==> src/rtl/id_fsm_recognizer.sv <==
// Identifier recognizer: letters+ digits+ over an ASCII byte stream.
// Moore match flag, one character per clock.
package id_fsm_pkg;

  typedef enum logic [1:0] {
    S_IDLE = 2'b00,
    S_LET  = 2'b01,
    S_DIG  = 2'b10
  } state_t;

  typedef enum logic [1:0] {
    C_OTHER = 2'b00,
    C_LET   = 2'b01,
    C_DIG   = 2'b10
  } cls_t;

  function automatic cls_t classify(
    input logic [7:0] c
  );
    cls_t k;
    k = C_OTHER;
    unique case (1'b1)
      (c >= 8'd65 && c <= 8'd90):  k = C_LET;
      (c >= 8'd97 && c <= 8'd122): k = C_LET;
      (c >= 8'd48 && c <= 8'd57):  k = C_DIG;
      default:                     k = C_OTHER;
    endcase
    return k;
  endfunction

  // A digit only extends a candidate that
  // already has letters; letters always
  // (re)start a candidate.
  function automatic state_t advance(
    input state_t s,
    input cls_t   k
  );
    state_t n;
    n = S_IDLE;
    case (s)
      S_IDLE: begin
        if (k == C_LET) n = S_LET;
        else            n = S_IDLE;
      end
      S_LET: begin
        if (k == C_LET)      n = S_LET;
        else if (k == C_DIG) n = S_DIG;
        else                 n = S_IDLE;
      end
      S_DIG: begin
        if (k == C_DIG)      n = S_DIG;
        else if (k == C_LET) n = S_LET;
        else                 n = S_IDLE;
      end
      default: n = S_IDLE;
    endcase
    return n;
  endfunction

endpackage

module id_fsm
  import id_fsm_pkg::*;
(
  input  logic       clk,
  input  logic       reset,
  input  logic [7:0] char,
  output logic       out
);

  state_t state;
  state_t nxt;
  cls_t   cls;

  // Character class and next state.
  always_comb begin
    cls = classify(char);
    nxt = advance(state, cls);
  end

  // State register with registered match flag.
  always_ff @(posedge clk) begin
    if (reset) begin
      state <= S_IDLE;
      out   <= 1'b0;
    end else begin
      state <= nxt;
      out   <= (nxt == S_DIG);
    end
  end

endmodule

module id_fsm_recognizer (
  input  logic       clk,
  input  logic       reset,
  input  logic [7:0] char,
  output logic       out
);

  id_fsm u_fsm (
    .clk   (clk),
    .reset (reset),
    .char  (char),
    .out   (out)
  );

endmodule

==> config.mk <==
export PLATFORM = sky130hd
export DESIGN_NAME = id_fsm_recognizer
export DESIGN_NICKNAME = d
export VERILOG_FILES = /design/src/rtl/id_fsm_recognizer.sv
export SDC_FILE = /design/constraint.sdc
export NUM_CORES = 1
export LEC_CHECK = 0
export ABC_AREA = 1
export CAP_MARGIN = 20
export CELL_PAD_IN_SITES_DETAIL_PLACEMENT = 1
export CELL_PAD_IN_SITES_GLOBAL_PLACEMENT = 2
export CORE_MARGIN = 2
export CORE_UTILIZATION = 14
export DETAILED_ROUTE_END_ITERATION = 7
export GPL_TIMING_DRIVEN = 0
export PLACE_DENSITY = 0.73
export SETUP_SLACK_MARGIN = 0.5
export SKIP_CTS_REPAIR_TIMING = 1
export SLEW_MARGIN = 15
export SYNTH_ARGS = -nofsm -noshare
export SYNTH_HDL_FRONTEND = slang
export SYNTH_SLANG_ARGS = --single-unit
export TNS_END_PERCENT = 1
==> constraint.sdc <==
create_clock -name clk -period 0.96 [get_ports clk]
set_input_delay 0.192 -clock clk [delete_from_list [all_inputs] [get_ports clk]]
set_output_delay 0.192 -clock clk [all_outputs]
set_load 0.02 [all_outputs]
==> impl_metrics.csv <==
group,metric,value,unit
finish,multi_input_area,127.6,um^2
worst_setup_path,path_class,"flop to output pin",
worst_hold_path,worstHoldPathCells,4,
pwr,pwr-share-comb,17.9,%
pwr,power_leakage,0.2283,nW
finish,fin_area,370.4,um^2
finish,fin_util,29.19,%
routing,drtIter0Drc,1,
worst_setup_path,crit_path_start,"u_fsm.out",
worst_setup_path,r2r_start,"u_fsm.state[0]",
clocking,cts_sinks,3,
clocking,cts_buffers,3,
sta,fin_crit,0.8540,ns
sta,finalSetupTns,0,ns
sta,hold_viol_final,0,
finish,fillers,170,
floorplan,io_pins,11,
floorplan,core,0.001269,mm^2
routing,dr.pass1.iters,3,
placed_design,place_area,304.0,um^2
run,drv_cap,0,
sta,fin_ws,0.1060,ns
clocking,htree_levels,1,
synth,synth.top_cell.area_share,32.43,%
status,status,"completed",
synth,synth_area,185.2,um^2
worst_setup_path,startpoint_type,"flop",
worst_setup_path,worstSetupPathDepth,1,
synth,syn_area_per_cell,5.446,um^2
placed_design,preCtsSetupSlack,-0.3333,ns
routing,avgRoutedWirePerCell,8.651,um
routing,vias_per_cell,3.889,
clocking,cts_tree,"built",
worst_setup_path,path_delay_family,"flip-flops",
sta,slew_viol_final,0,
pwr,pwr_density_cell,1156,mW/mm^2
worst_setup_path,reg2regPathDepth,3,
sta,rsz0062_at_grt,"true",
floorplan,die_w,40.37,um
synth,synth_nets,44,
routing,wirelength,545,um
finish,drive_gt1_share,22.92,%
sta,max_freq,1171,MHz
finish,area_delta_synth_final,100.0,%
synth,yosysWarnings,0,
worst_setup_path,cp.arrival,0.66,ns
sta,finClkSkew,0.004068,ns
worst_setup_path,cpPeakStageDelay,0.31,ns
placed_design,gp_congestion,0.6592,
sta,finalSetupViolCount,0,
pwr,pwr-share-clk,52.1,%
pwr,seqPwrFrac,29.9,%
grt,grt_pass1_vias,214,
routing,dr_total_vias,245,
finish,most-common-layout-cells,"nand2_1 (9), dlymetal6s2s_1 (8), nor2_1 (7)",
synth,yosys_register_bits,3,
worst_setup_path,end_kind,"output pin",
pwr,p_sw,0.0001028,W
worst_setup_path,critical_path.slowest_cell,"dfxtp_2",
placed_design,dpl.hpwl,444.5,um
clocking,cts_buffer_depth,2,
worst_setup_path,path_cells,"buf_6",
pwr,peakVddDrop,0.1895,mV
finish,antenna-diode-count,0,
worst_setup_path,worstPathRequired,0.77,ns
clocking,clk_latency,0.24,ns
clocking,clkTransAtPathRegs,0.04,ns
floorplan,rows,13,
grt,grt_max_degree,4,
synth,synthDistinctLibCells,9,
floorplan,start_util,14.60,%
grt,antenna_found_initial,0,
sta,slew_headroom,89.57,%
worst_hold_path,hold_start,"char[7]",
pwr,intPower,0.0003252,W
grt,grtUsageTotal,8.671,%
grt,grt-ovfl-total,0,
floorplan,die_y,40.37,um
finish,final_common_cell,"nand2_1",
finish,layout.nets,59,
sta,fin_crit_sh,88.95,%
synth,ys_seq_area_share,32.43,%
synth,yosysTopAreaCell,"dfxtp_1",
placed_design,io_buffers,10,
grt,grt_pass1_wl,841,um
worst_setup_path,crit_buf_inv,1,
synth,synthCells,34,
floorplan,die_area,0.001630,mm^2
sta,holdWs,0.3434,ns
finish,register_area,61.31,um^2
routing,drc,0,
synth,synth_area_leaders,"dfxtp_1 (32%), nand2_1 (24%), nor2_1 (18%)",
sta,worst_pin_slew,0.1555,ns
worst_setup_path,cp_max_fo,1,
worst_hold_path,hold_path_class,"input pin to flop",
pwr,swShare,24.01,%
clocking,clockRootBuffer,"clkbuf_4",
routing,detail-route-antenna-nets,0,
==> flip-flops by register name, summed over array words and instances (netlist names) <==
| signal | cells |
|---|---|
| u_fsm.state | 2 |
| u_fsm.out | 1 |
==> layout make-up <==
type,instances,share of cell area (%)
Sequential cell,3,16.55
Clock buffer,4,7.095
Tap cell,15,5.068
Timing Repair Buffer,10,32.77
Multi-Input combinational cell,27,34.46
Inverter,4,4.054
==> cell usage after synthesis <==
cell type / instances
nand2_1: 12
nor2_1: 9
o21ai_0: 1
or2_0: 1
nor3_1: 1
nand3_1: 2
a21oi_1: 1
inv_1: 4
dfxtp_1: 3
==> tightest hold or removal path, cell delays in order <==
cell	delay [ns]
dlymetal6s2s_1	0.12
nor3_2	0.06
nand3_1	0.11
nor2_1	0.06
==> path summary, 6_finish.rpt <==
kind	endpoint	slack (ns)
setup / recovery	out	0.11
hold / removal	u_fsm.out	0.34
setup reg to reg	u_fsm.state[1]	0.20
hold reg to reg	u_fsm.out	0.51
==> stage by stage <==
step | total power, W | cells
2_1_floorplan | 0.0001570 | 34
3_5_place_dp | 0.0002051 | 59
5_1_grt | 0.0004710 | 63
4_1_cts | 0.0004361 | 63
6_report | 0.0004280 | 63
3_3_place_gp | 0.0002049 | 59
==> cell families (layout without fill, tap and decap cells) <==
group | Yosys count | in the layout | share of synthesized area, %
and+or+nand+nor | 25 | 25 | 54.05
buffers and inverters | 4 | 18 | 8.106
DFF | 3 | 3 | 32.43
AOI/OAI and AO/OA | 2 | 2 | 5.400
==> power by group through the flow <==
| stage | Sequential, W | Combinational, W | Clock, W |
|---|---|---|---|
| 3_3_place_gp | 0.000130 | 0.0000749 | 0 |
| 5_1_grt | 0.000128 | 0.0000869 | 0.000256 |
| 2_1_floorplan | 0.000130 | 0.0000271 | 0 |
| 6_report | 0.000128 | 0.0000768 | 0.000223 |
| 3_5_place_dp | 0.000130 | 0.0000751 | 0 |
| 4_1_cts | 0.000128 | 0.0000754 | 0.000233 |
==> layer usage <==
| metal | vias to the layer above | global-route usage [%] | share of wire [%] |
|---|---|---|---|
| met5 | - | 0 | 0 |
| met4 | 0 | 12.50 | 4.6 |
| met3 | 4 | 1.667 | 7.2 |
| met2 | 9 | 12.70 | 47 |
| met1 | 102 | 8.654 | 41 |
| li1 | 130 | - | - |
Note: power is estimated with default switching activity, not from simulation.
